--- config.mk ---
export PLATFORM = sky130hd
export DESIGN_NAME = mux_scan_ctrl
export DESIGN_NICKNAME = d
export VERILOG_FILES = /design/src/rtl/mux_scan_ctrl.sv
export SDC_FILE = /design/constraint.sdc
export NUM_CORES = 1
export LEC_CHECK = 0
export BUFFER_PORTS_ARGS = -buffer_cell sky130_fd_sc_hd__buf_2
export CAP_MARGIN = 30
export CELL_PAD_IN_SITES_DETAIL_PLACEMENT = 0
export CELL_PAD_IN_SITES_GLOBAL_PLACEMENT = 1
export CORE_MARGIN = 3
export CORE_UTILIZATION = 44
export CTS_BUF_LIST = sky130_fd_sc_hd__clkbuf_16
export DETAILED_ROUTE_END_ITERATION = 16
export GPL_TIMING_DRIVEN = 0
export HOLD_SLACK_MARGIN = 0.06
export PLACE_DENSITY = 0.77
export SLEW_MARGIN = 20
export SYNTH_ARGS = -nofsm -noshare
export SYNTH_HDL_FRONTEND = slang
export SYNTH_SLANG_ARGS = --single-unit
--- constraint.sdc ---
create_clock -name clock -period 2.9 [get_ports clock]
set_input_delay 0.58 -clock clock [delete_from_list [all_inputs] [get_ports clock]]
set_output_delay 0.58 -clock clock [all_outputs]
set_load 0.05 [all_outputs]
--- src/rtl/mux_scan_ctrl.sv ---
// rtl/mux_scan_ctrl.sv - round-robin scan controller around a 4x1 channel mux
// Optional channel masking is enabled by defining SCAN_MASK_EN.
module mux_scan_ctrl #(
  parameter int N_CH       = 4,
  parameter int SEL_W      = 2,
  parameter bit CONTINUOUS = 1'b0
) (
  input  logic             clock,
  input  logic             reset_b,
  input  logic             start,
  input  logic             abort,
  input  logic             y,
`ifdef SCAN_MASK_EN
  input  logic [N_CH-1:0]  mask,
`endif
  output logic [SEL_W-1:0] sel,
  output logic             busy,
  output logic [N_CH-1:0]  frame,
  output logic             frame_valid
);

  typedef enum logic [1:0] {S_IDLE, S_SCAN, S_DONE} state_t;

  state_t           r_state, w_state_nxt;
  logic [SEL_W-1:0] r_sel, w_sel_nxt;
  logic [N_CH-1:0]  r_shadow, r_frame, w_sample;
  logic [N_CH-1:0]  w_mask_src, w_mask_cur;
  logic             r_valid, w_valid_nxt, w_frame_ld, w_zero_ld, w_scan_start;
  logic [SEL_W-1:0] w_first, w_next;
  logic             w_last, w_none;

`ifdef SCAN_MASK_EN
  logic [N_CH-1:0] r_mask;

  // A fresh start looks at the live mask; a continuous restart reuses the held one.
  assign w_mask_src = (r_state == S_IDLE) ? mask : r_mask;
  assign w_mask_cur = r_mask;

  always_ff @(posedge clock or negedge reset_b) begin
    if (!reset_b) begin
      r_mask <= '0;
    end else if (r_state == S_IDLE && start && !abort) begin
      r_mask <= mask;
    end
  end
`else
  assign w_mask_src = '1;
  assign w_mask_cur = '1;
`endif

  always_comb begin
    w_first = '0;
    w_none  = 1'b1;
    for (int i = N_CH - 1; i >= 0; i--) begin
      if (w_mask_src[i]) begin
        w_first = SEL_W'(i);
        w_none  = 1'b0;
      end
    end
    w_next = r_sel;
    w_last = 1'b1;
    for (int i = N_CH - 1; i >= 0; i--) begin
      if (w_mask_cur[i] && (SEL_W'(i) > r_sel)) begin
        w_next = SEL_W'(i);
        w_last = 1'b0;
      end
    end
    w_sample        = r_shadow;
    w_sample[r_sel] = y;
  end

  always_comb begin
    w_state_nxt  = r_state;
    w_sel_nxt    = r_sel;
    w_valid_nxt  = 1'b0;
    w_frame_ld   = 1'b0;
    w_zero_ld    = 1'b0;
    w_scan_start = 1'b0;
    case (r_state)
      S_IDLE: begin
        w_sel_nxt = '0;
        w_scan_start = start && !abort;
      end
      S_SCAN: begin
        if (abort) begin
          w_state_nxt = S_IDLE;
          w_sel_nxt   = '0;
        end else if (w_last) begin
          w_state_nxt = S_DONE;
          w_sel_nxt   = '0;
          w_frame_ld  = 1'b1;
          w_valid_nxt = 1'b1;
        end else begin
          w_sel_nxt = w_next;
        end
      end
      S_DONE: begin
        w_sel_nxt    = '0;
        w_state_nxt  = S_IDLE;
        w_scan_start = CONTINUOUS && !abort;
      end
      default: begin
        w_state_nxt = S_IDLE;
        w_sel_nxt   = '0;
      end
    endcase
    // An empty mask completes immediately with an all-zero frame.
    if (w_scan_start) begin
      if (w_none) begin
        w_state_nxt = S_DONE;
        w_zero_ld   = 1'b1;
        w_valid_nxt = 1'b1;
      end else begin
        w_state_nxt = S_SCAN;
        w_sel_nxt   = w_first;
      end
    end
  end

  always_ff @(posedge clock or negedge reset_b) begin
    if (!reset_b) begin
      r_state <= S_IDLE;
    end else begin
      r_state <= w_state_nxt;
    end
  end

  always_ff @(posedge clock or negedge reset_b) begin
    if (!reset_b) begin
      r_sel    <= '0;
      r_shadow <= '0;
      r_frame  <= '0;
      r_valid  <= 1'b0;
    end else begin
      r_sel   <= w_sel_nxt;
      r_valid <= w_valid_nxt;
      if (r_state == S_SCAN && !abort) begin
        r_shadow <= w_sample;
      end
      if (w_frame_ld) begin
        r_frame <= w_sample & w_mask_cur;
      end else if (w_zero_ld) begin
        r_frame <= '0;
      end
    end
  end

  assign sel         = r_sel;
  assign busy        = (r_state == S_SCAN);
  assign frame       = r_frame;
  assign frame_valid = r_valid;

endmodule
# Word level (Yosys, flattened, before mapping)
# Index checks and enable logic that the tools add are counted.
# word_totals
regBits	13
inputBits	5
word_cells	45
# op_classes
n_reduce_logical	6
n_eq_ne	4
n_mux	24
n_lt_le_gt_ge	6
# ops
cell	n
$mux W2	11
$mux W1	9
$ne A8 B2 Y1 const B	1
$bwmux W4	1
$gt A1 B2 Y1 const A	2
$gt A2 B2 Y1 const A	2
$mux W4	1
$ne A4 B2 Y1 const B	1
$pmux W2 S2	1
$logic_and A1 B1 Y1	3
$lt A2 B3 Y1 const B	1
$demux W1 S2	1
$eq A2 B1 Y1 const B	1
$ge A2 B1 Y1 const B	1
$logic_not A2 Y1	1
$ne A2 B2 Y1 const B	1
$reduce_and A2 Y1	1
$logic_not A1 Y1	1

# Logic depth before layout (Yosys ltp)
# Gate-level depths: netlist (run 1).
# depth
word_depth	9
mapped_depth	4
mapped_depth_nobuf	4

# Least setup slack after synthesis (run 1)
# OpenSTA, ideal clock, no wires.
# synth_path
path_kind	register to register
from	register r_sel[0], in the netlist sel[0]
to	register r_frame[0], in the netlist frame[0]
t_arrival_ns	1.545
slack_ns	1.230
path_stages_with_launch	5
path_cell_list	dfrtp_1 > ha_1 > and4bb_1 > buf_6 > mux2_4
# synth_via
elab_chain_cells	8
# synth_rtl
element	line	text
from (decl)	25	logic [SEL_W-1:0] r_sel, w_sel_nxt;
from (signal assigned)	135	r_sel <= w_sel_nxt;
$gt A2 B2 Y1	63	if (w_mask_cur[i] && (SEL_W'(i) > r_sel)) begin
$mux W1 (3 in series)	63	
$mux W1 *	63	
$mux W1 *	88	end else if (w_last) begin
$mux W1 *	85	if (abort) begin
$mux W1 *	79	case (r_state)
net w_frame_ld	28	logic r_valid, w_valid_nxt, w_frame_ld, w_zero_ld, w_scan_start;
to (signal assigned)	141	r_frame <= w_sample & w_mask_cur;
to (decl)	26	logic [N_CH-1:0] r_shadow, r_frame, w_sample;
# The timed path passes the listed nets; every way through them passes the cells marked *. The select of a mux whose other input is x is not followed.
# A chain may end at the register's enable or synchronous reset.

# Final worst setup path (run 1)
# layout_path
from	register r_state[1]
to	output busy
# layout_via
elab_chain_cells	1
# layout_rtl
element	line	text
from (decl)	24	state_t r_state, w_state_nxt;
from (signal assigned)	124	r_state <= w_state_nxt;
$eq A2 B1 Y1	149	assign busy = (r_state == S_SCAN);
to (decl)	17	output logic busy,
# Every way passes these cells.

==> results of run 1 <==
==> layout by cell type (no fill, tap or decap), drive strengths merged <==
cell    instances
dfrtp          12
clkbuf          3
ha              5
inv             3
buf            13
nor4            1
nor3b           1
nand2b          3
clkinv          1
mux2           10
and4bb          5
a211oi          1
==> worst max-delay path, stage by stage, from the launching register on <==
cell and delay (ps):
sky130_fd_sc_hd__dfrtp_1 420, sky130_fd_sc_hd__nand2b_1 200, sky130_fd_sc_hd__inv_1 70, sky130_fd_sc_hd__buf_2 260
==> cells in the mapped netlist, drive strengths merged <==
cell type  count
a211oi         1
and4bb         5
buf            1
dfrtp         12
ha             5
inv            3
mux2          10
nand2b         3
nor3b          1
nor4           1
==> power by group through the flow <==
stage	logic (mW)	clock network [mW]	registers, mW
final	0.0473	0.250	0.187
after global routing	0.0530	0.269	0.189
after CTS	0.0486	0.258	0.187
after detailed placement	0.0484	0	0.189
after global placement	0.0463	0	0.188
after floorplan	0.0285	0	0.193
==> logic make-up (layout without fill, tap and decap cells) <==
logic type	Yosys count	count (layout)	synth area share (%)
compound gates	1	1	1.22
fa+ha+maj	5	5	10.2
buf+inv	4	20	3.66
flops	12	12	48.8
mux	10	10	20.7
simple gates	10	10	15.4
==> cell type report <==
class / instances / area [µm²] / area share [%]
flip-flops and latches: 12 / 300 / 38.9
clock inverters: 1 / 3.75 / 0.486
clock buffers: 3 / 75.1 / 9.72
repair buffers: 12 / 60.1 / 7.78
well taps: 14 / 17.5 / 2.27
multi-input cells: 26 / 293 / 37.9
plain buffers: 1 / 11.3 / 1.46
inverters: 3 / 11.3 / 1.46
==> sequential cells by signal, indices dropped and copies added, names as in the netlist <==
| register | flops |
|---|---|
| frame | 4 |
| frame_valid | 1 |
| r_shadow | 3 |
| r_state | 2 |
| sel | 2 |
==> routing by layer <==
layer | part of all wire [%] | GRT usage [%] | vias to the layer above
met2 | 46 | 19.5 | 8
met4 | 4.1 | 12.7 | 0
met3 | 4.7 | 4.98 | 5
li1 | - | - | 180
met5 | 0 | 0 | -
met1 | 45 | 16.1 | 189
==> path summary, 6_finish.rpt <==
kind	cells past startpoint	slack [ps]	endpoint	startpoint
max reg2reg	4	1440	frame[0]	sel[0]
min reg2reg	1	500	r_shadow[1]	r_shadow[1]
min	1	210	r_state[0]	reset_b
max in group asynchronous	1	2480	frame[1]	reset_b
max	3	1130	busy	r_state[1]
min in group clock	1	500	r_shadow[1]	r_shadow[1]
==> flow_summary.yaml, run 1 <==
timing:
  max_freq_mhz: 567
  timing_worst_slew_pin_value_ps: 269
  timing.final.hold_violations: 0
  post-route-period-util_pct: 60.9
  timing.final.crit_period_ps: 1770
  timing.final.max_slew_violations: 0
  relSlewSlack_pct: 82.1
  skew_ps: 2.08
  tns_ps: 0
  final.hold.worst_slack_ps: 210
  rsz0062_at_grt: "no"
  timing.final.ws_setup_ps: 1130
  setup_viol: 0
die:
  initial_core_util_pct: 51.2
  std_cell_rows: 12
  boundaryPins: 13
  placeableCoreArea_mm2: 0.00120
  dieHeight_um: 43.4
  chipWidth_um: 43.4
  fp.dieArea_mm2: 0.00188
worst_setup_path:
  timing.critical_path.required_ps: 2320
  worstPathArrival_ps: 1190
  timing.critical_path.from_type: "flip-flop"
  worstSetupPathType: "flip-flop to primary output"
  crit_fanout: 7
  cp-end-kind: "primary output"
yosys:
  mappedNetlistArea_um2: 616
  syn_inst: 42
  yosys_warnings: 0
  synth.yosys.seq_area_share_pct: 48.8
  netlist-cell-type-count: 12
  netlist.top_cell.by_area: "sky130_fd_sc_hd__dfrtp_1"
  synth_top_area_share_pct: 48.8
  postSynthNetCount: 52
  ys_seq_elements: 12
  synth_top_cells_by_area: "sky130_fd_sc_hd__dfrtp_1, sky130_fd_sc_hd__mux2_2, sky130_fd_sc_hd__ha_1"
  syn_avg_cell_area_um2: 14.7
grt:
  first_global_vias: 380
  initial_antenna_violation_count: 0
  grt_first_pass_wirelength_um: 1790
  globalRouteOverflowTotal: 0
  global_route.usage.total_pct: 13.8
  grt_start_max_net_pins: 13
finish:
  final_layout_size_suffix_gt1_share_pct: 51.7
  areaGrowthSynthToFinish_pct: 25.4
  num-nets-final: 69
  final.fill_count: 91
  final_design_area_no_fill_um2: 772
  final-instance-count-excl-fill: 72
  utilization_pct: 64.3
  antenna-diode-count: 0
power:
  combinational_cell_fraction_of_total_power_pct: 9.8
  report.power.total_mw: 0.484
  power_density_mw_per_mm2: 627
  power.share.clock_pct: 51.7
  share_seq_of_total_power_pct: 38.6
  internal-power_mw: 0.383
  power.share.switching_pct: 21.0
  cellLeakagePower_nw: 0.397
  switchingPower_mw: 0.102
  ir_drop_mv: 0.358
flow_run:
  maxCapViolations: 0
clock_network:
  cts-root-buf: "sky130_fd_sc_hd__clkbuf_16"
  worstSkewPairLatency_ps: 240
  clk_pin_slew_worst_paths_ps: 40
  htree_levels: 1
  cts_hold_repair_buffers: 0
  cts_tree: "built"
  post_cts.repair.setup_buffers: 0
  clock_path_buffers: 2
  cts_buffers: 3
  cts_sinks: 12
  cts.repair.resized: 0
place:
  detailed_place_hpwl_um: 800
  placedCellCount: 68
  detailed_place.area_um2: 693
  dp_slack_ps: 1350
  io_buffers: 12
  place_congestion: 0.780
detailed_routing:
  detail_route.vias_per_cell: 5.31
  dr.pass1.iters: 2
  remaining_routing_drc_violations: 0
  drt_iter0_markers: 1
  routed-via-count: 382
  wirelength_routed_um: 1040
  detail_route.wl_per_cell_um: 14.4
  antenna_violating_nets_post_route: 0
min_path:
  hold_path.class: "input pin to async pin"
status:
  run_status: "completed"
Note: power is estimated with default switching activity, not from simulation.
==> inputs of run 2 (changes only) <==
--- a/config.mk
+++ b/config.mk
@@ -5,17 +5,18 @@
 export SDC_FILE = /design/constraint.sdc
 export NUM_CORES = 1
 export LEC_CHECK = 0
+export ABC_AREA = 1
 export BUFFER_PORTS_ARGS = -buffer_cell sky130_fd_sc_hd__buf_2
 export CAP_MARGIN = 30
 export CELL_PAD_IN_SITES_DETAIL_PLACEMENT = 0
 export CELL_PAD_IN_SITES_GLOBAL_PLACEMENT = 1
 export CORE_MARGIN = 3
-export CORE_UTILIZATION = 44
+export CORE_UTILIZATION = 33
 export CTS_BUF_LIST = sky130_fd_sc_hd__clkbuf_16
 export DETAILED_ROUTE_END_ITERATION = 16
 export GPL_TIMING_DRIVEN = 0
 export HOLD_SLACK_MARGIN = 0.06
-export PLACE_DENSITY = 0.77
+export PLACE_DENSITY = 0.68
 export SLEW_MARGIN = 20
 export SYNTH_ARGS = -nofsm -noshare
 export SYNTH_HDL_FRONTEND = slang
==> constraint.sdc (replaced) <==
create_clock -name clock -period 1.51 [get_ports clock]
set_input_delay 0.302 -clock clock [delete_from_list [all_inputs] [get_ports clock]]
set_output_delay 0.302 -clock clock [all_outputs]
set_load 0.05 [all_outputs]
==> run 2 against run 1 <==
  * Clock skew decreased by 1.2 ps
  * Largest power group unchanged
  * Sequential share of layout area decreased by 0.80 points
  * Sequential cell count unchanged
  * Highest routed layer unchanged
==> flow_summary.yaml, run 2 <==
status:
  run_status: "completed"
finish:
  final.fill_count: 175
  layout.cells.most_common: "sky130_fd_sc_hd__nand2_1"
  largest_register_ff_count: 4
  areaGrowthSynthToFinish_pct: 29.4
  most-common-layout-cells: "sky130_fd_sc_hd__nand2_1, sky130_fd_sc_hd__dfrtp_1, sky130_fd_sc_hd__buf_2"
  antenna-diode-count: 0
  num-nets-final: 101
  final_layout_size_suffix_gt1_share_pct: 28.9
  utilization_pct: 48.9
timing:
  setup_viol: 0
  relSlewSlack_pct: 81.4
  final.hold.worst_slack_ps: 340
  timing.final.ws_setup_ps: 133
  skew_ps: 0.864
  timing.final.hold_violations: 0
  tns_ps: 0
  timing.final.max_slew_violations: 0
  timing.final.crit_period_ps: 1380
  max_freq_mhz: 726
  rsz0062_at_grt: "no"
  post-route-period-util_pct: 91.2
  timing_worst_slew_pin_value_ps: 279
detailed_routing:
  detail_route.vias_per_cell: 4.13
  routed-via-count: 471
  detail_route.wl_per_cell_um: 10.0
  dr.pass1.iters: 4
  drt_iter0_markers: 4
  antenna_violating_nets_post_route: 0
  wirelength_routed_um: 1140
  remaining_routing_drc_violations: 0
clock_network:
  worstSkewPairLatency_ps: 230
  clk_pin_slew_worst_paths_ps: 40
  cts.repair.resized: 0
  clock_path_buffers: 2
  cts_tree: "built"
  cts_hold_repair_buffers: 1
  htree_levels: 1
  post_cts.repair.setup_buffers: 0
  cts_buffers: 3
  cts-root-buf: "sky130_fd_sc_hd__clkbuf_16"
  cts_sinks: 12
yosys:
  yosys_most_used_dff: "sky130_fd_sc_hd__dfrtp_1"
  ys_seq_elements: 12
  synth.yosys.seq_area_share_pct: 49.3
  netlist.top_cell.by_area: "sky130_fd_sc_hd__dfrtp_1"
  mappedNetlistArea_um2: 609
  most_frequent_cells_after_synthesis: "sky130_fd_sc_hd__nand2_1, sky130_fd_sc_hd__dfrtp_1, sky130_fd_sc_hd__ha_1, sky130_fd_sc_hd__inv_1"
  yosys_warnings: 0
  postSynthNetCount: 83
  synth_top_cells_by_area: "sky130_fd_sc_hd__dfrtp_1, sky130_fd_sc_hd__nand2_1, sky130_fd_sc_hd__ha_1"
  synth_top_area_share_pct: 49.3
  ys_async_sr_fraction_pct: 100
  synthMostInstantiatedCell: "sky130_fd_sc_hd__nand2_1"
  netlist-cell-type-count: 11
  synth_edf_count: 0
  syn_inst: 73
  syn_avg_cell_area_um2: 8.35
power:
  power_density_mw_per_mm2: 1280
  power.share.clock_pct: 47.2
  switchingPower_mw: 0.258
  cellLeakagePower_nw: 0.440
  combinational_cell_fraction_of_total_power_pct: 15.2
  internal-power_mw: 0.754
  share_seq_of_total_power_pct: 37.6
  power.share.switching_pct: 25.5
  ir_drop_mv: 0.698
grt:
  initial_antenna_violation_count: 0
  globalRouteMet2Util_pct: 18.1
  most_utilized_layer_in_the_global_route_result: "met2"
  grt_start_max_net_pins: 13
  grt_first_pass_wirelength_um: 2150
  met1_grt_util_pct: 14.8
  global_route.usage.total_pct: 11.5
  gr-usage-met3_pct: 3.36
  first_global_vias: 491
  globalRouteOverflowTotal: 0
die:
  placeableCoreArea_mm2: 0.00161
  initial_core_util_pct: 37.8
  std_cell_rows: 14
  dieHeight_um: 49.0
  fp.dieArea_mm2: 0.00240
  chipWidth_um: 49.0
  boundaryPins: 13
flow_run:
  maxCapViolations: 0
worst_setup_path:
  worstPathArrival_ps: 1080
  crit_slowest_cell: "sky130_fd_sc_hd__dfrtp_1"
  worstSetupPathType: "flip-flop to primary output"
  timing.critical_path.from_type: "flip-flop"
  timing.critical_path.slowest_cell_delay_ps: 410
  timing.critical_path.required_ps: 1210
  crit_path_cell_trace: "nor2_4 > buf_2"
  crit_fanout: 4
  cp-end-kind: "primary output"
place:
  dp_slack_ps: 376
  detailed_place_hpwl_um: 867
  place_congestion: 0.720
  io_buffers: 12
min_path:
  hold_path.class: "input pin to flip-flop"
[run 2: cell count changes in the layout (fill, tap and decap cells not counted), moves of 2 or more]
| cell | previous run | this run |
|---|---|---|
| sky130_fd_sc_hd__nor2_1 | 0 | 4 |
| sky130_fd_sc_hd__nand2_2 | 0 | 3 |
| sky130_fd_sc_hd__nor2_4 | 0 | 3 |
| sky130_fd_sc_hd__nand2b_1 | 3 | 0 |
| sky130_fd_sc_hd__mux2_4 | 4 | 0 |
| sky130_fd_sc_hd__and4bb_2 | 4 | 0 |
| sky130_fd_sc_hd__inv_1 | 3 | 5 |
| sky130_fd_sc_hd__mux2_2 | 6 | 0 |
| sky130_fd_sc_hd__inv_2 | 0 | 4 |
| sky130_fd_sc_hd__nand2_1 | 0 | 34 |
[run 2: cells by family (layout without fill, tap and decap cells)]
family        count (synthesis)  after routing  synth area share, %
simple gates                 47             47                 34.9
buf+inv                       9             26                 5.54
fa+ha+maj                     5              5                 10.3
flops                        12             12                 49.3
[run 2: power by group through the flow]
stage	clock network, mW	logic (mW)	registers [mW]
4_1_cts	0.491	0.158	0.380
6_report	0.477	0.154	0.380
3_3_place_gp	0	0.152	0.385
2_1_floorplan	0	0.0965	0.397
3_5_place_dp	0	0.154	0.383
5_1_grt	0.514	0.181	0.384
[run 2: path summary, 6_finish.rpt]
check	start	endpoint	slack [ps]	depth (start not counted)
setup reg to reg	sel[0]	frame[0]	380	6
hold / removal	start	r_state[0]	340	3
hold reg to reg	frame[3]	frame[3]	460	2
max in group asynchronous	reset_b	frame[2]	820	2
min in group asynchronous	reset_b	r_state[0]	480	2
setup / recovery	r_state[1]	busy	130	2
[run 2: layout make-up]
cell class | instances | area, µm² | share of cell area, %
multi-input cells | 52 | 275 | 34.9
repair buffers | 13 | 70.1 | 8.89
inverters | 9 | 33.8 | 4.29
flip-flops and latches | 12 | 300 | 38.1
well taps | 24 | 30.0 | 3.81
clock inverters | 1 | 3.75 | 0.476
clock buffers | 3 | 75.1 | 9.52
[run 2: layer usage]
layer / part of all wire [%] / wire length (µm)
met1: 51 / 585
met2: 43 / 485
met3: 4.9 / 56
met4: 1.1 / 13
met5: 0 / 0
[run 2: metrics by stage]
step | power (mW) | area, µm² | instances
2_1_floorplan | 0.494 | 609 | 73
3_3_place_gp | 0.537 | 699 | 109
3_5_place_dp | 0.537 | 699 | 109
4_1_cts | 1.03 | 788 | 114
5_1_grt | 1.08 | 788 | 114
6_report | 1.01 | 788 | 114
[run 2: worst max-delay path: cells and delay by family, from the launching register on]
kind / cells / cell delay [ps]
buffers and inverters: 1 / 280
DFF: 1 / 410
and+or+nand+nor: 1 / 150
==> inputs of run 3 (changes only) <==
--- a/config.mk
+++ b/config.mk
@@ -17,6 +17,7 @@
 export GPL_TIMING_DRIVEN = 0
 export HOLD_SLACK_MARGIN = 0.06
 export PLACE_DENSITY = 0.68
+export SETUP_SLACK_MARGIN = 0.4
 export SLEW_MARGIN = 20
 export SYNTH_ARGS = -nofsm -noshare
 export SYNTH_HDL_FRONTEND = slang
==> run 3 against run 2 <==
  * Highest routed layer is now met3
  * Critical endpoint unchanged
  * Clock-buffer cell count did not move
  * Combinational power increased by 43%
  * Final cell count rose by 5.3%
  * Clock skew barely moved
  * Setup slack better by 140 ps
  * Largest cell class is now multi-input gates
  * Critical path type unchanged
  * Largest power group unchanged
  * Clock power is essentially flat
  * Via count is 3.0% higher
  * Register-to-register slack gained 40 ps
  * Non-clock buffer count up 6
  * Global-route usage is 0.38 points lower
==> flow_summary.yaml, run 3 (synthesis gave the netlist of run 2 again) <==
min_path:
  min_delay_worst_endpoint: "r_state[0]"
  hold_depth: 3
  hold_path.class: "input pin to flip-flop"
  hold_path_startpoint: "start"
worst_setup_path:
  reg_to_reg_endpoint: "frame[1]"
  crit_fanout: 2
  timing.rr.start: "sel[0]"
  crit_path_cell_trace: "nor2_4 > buf_8"
  ff2ff_path_depth: 6
  timing.critical_path.from_type: "flip-flop"
  crit_slowest_cell: "sky130_fd_sc_hd__dfrtp_1"
  cp-end-kind: "primary output"
  timing.critical_path.slowest_cell_delay_ps: 400
  worstPathArrival_ps: 930
  ff2ff_setup_slack_ps: 420
  timing.critical_path.required_ps: 1210
  worstSetupPathType: "flip-flop to primary output"
detailed_routing:
  routed-via-count: 485
  antenna_violating_nets_post_route: 0
  wirelength_routed_um: 1260
  detail_route.vias_per_cell: 4.04
  remaining_routing_drc_violations: 0
  detail_route.wl_per_cell_um: 10.5
  dr.pass1.iters: 2
  drt_iter0_markers: 2
place:
  detailed_place_hpwl_um: 909
  place_congestion: 0.664
  io_buffers: 12
  detailed_place.area_um2: 714
  dp_slack_ps: 386
finish:
  final_design_area_no_fill_um2: 973
  final_layout_size_suffix_gt1_share_pct: 53.1
  num-nets-final: 107
  areaGrowthSynthToFinish_pct: 59.8
  largest_register_ff_count: 4
  most-common-layout-cells: "sky130_fd_sc_hd__nand2_1, sky130_fd_sc_hd__nand2_2, sky130_fd_sc_hd__dfrtp_1"
  antenna-diode-count: 0
  layout.cells.most_common: "sky130_fd_sc_hd__nand2_1"
timing:
  tns_ps: 0
  post-route-period-util_pct: 81.7
  timing.final.hold_violations: 0
  rsz0062_at_grt: "yes"
  max_freq_mhz: 810
  setup_viol: 0
  relSlewSlack_pct: 81.3
  skew_ps: 1.22
  timing.final.crit_period_ps: 1230
  timing_worst_slew_pin_value_ps: 281
  timing.final.ws_setup_ps: 276
  final.hold.worst_slack_ps: 322
  timing.final.max_slew_violations: 0
die:
  fp.dieArea_mm2: 0.00240
  chipWidth_um: 49.0
  initial_core_util_pct: 37.8
  dieHeight_um: 49.0
  std_cell_rows: 14
  placeableCoreArea_mm2: 0.00161
  boundaryPins: 13
grt:
  global_route.usage.total_pct: 11.1
  grt_start_max_net_pins: 13
  initial_antenna_violation_count: 0
  grt_first_pass_wirelength_um: 2010
  globalRouteOverflowTotal: 0
  first_global_vias: 479
status:
  run_status: "completed"
clock_network:
  clock_path_buffers: 2
  cts_tree: "built"
  htree_levels: 1
  cts_buffers: 3
  cts_sinks: 12
  worstSkewPairLatency_ps: 240
  clk_pin_slew_worst_paths_ps: 40
  cts-root-buf: "sky130_fd_sc_hd__clkbuf_16"
power:
  ir_drop_mv: 0.893
  power_density_mw_per_mm2: 1120
  report.power.total_mw: 1.09
  cellLeakagePower_nw: 0.478
flow_run:
  maxCapViolations: 0
==> run 3: cell count changes in the layout (fill, tap and decap cells not counted), moves of 3 or more <==
cell,change
sky130_fd_sc_hd__buf_2,-8
sky130_fd_sc_hd__buf_4,+5
sky130_fd_sc_hd__buf_6,+8
sky130_fd_sc_hd__ha_1,-4
sky130_fd_sc_hd__ha_4,+4
sky130_fd_sc_hd__inv_1,-5
sky130_fd_sc_hd__inv_2,+3
sky130_fd_sc_hd__nand2_1,-8
sky130_fd_sc_hd__nand2_2,+8
==> run 3: metrics by stage <==
step                      utilization, %  std cells
after floorplan                        -         73
after global placement              44.3        109
after detailed placement            44.3        109
after CTS                           52.6        116
after global routing                60.4        120
final                               60.4        120
==> run 3: cell type report <==
type	instances	area [µm²]
fill	158	638
multi-input combinational	52	350
sequential	12	303
timing repair buffer	19	173
clock buffer	3	75.1
inverter	9	38.8
tap	24	30.0
clock inverter	1	3.75
==> run 3: worst max-delay path: cells and delay by family, from the launching register on <==
family / cells / cell delay [ps]
buf+inv: 1 / 150
flops: 1 / 400
simple gates: 1 / 140
==> run 3: where the power goes <==
part | switching (mW) | internal (mW) | total, mW
clock | 0.131 | 0.348 | 0.479
sequential | 0.0288 | 0.359 | 0.388
combinational | 0.125 | 0.0952 | 0.220
==> run 3: how the worst max path moves through the flow <==
stage               cells after the start  endpoint       start  slack (ps)
global route                            2      busy  r_state[1]         240
finish                                  2      busy  r_state[1]         280
floorplan                               6  frame[0]      sel[0]         320
global placement                        2      busy  r_state[1]         390
detailed placement                      2      busy  r_state[1]         390
CTS                                     3      busy  r_state[0]         270
==> run 3: routing by layer <==
metal,GRT usage (%),part of all wire (%),vias up
met5,0,0,-
met4,1.42,0,0
met3,6.73,6.6,0
met2,16.1,49,11
met1,14.5,44,209
li1,-,-,265
==> run 3: what timing repair did <==
action,CTS,global route
hold buffers,1,0
pin swaps,1,10
hold endpoints to repair,12,0
resized for setup,10,31
buffers inserted,2,4
endpoints found under the setup margin,7,14
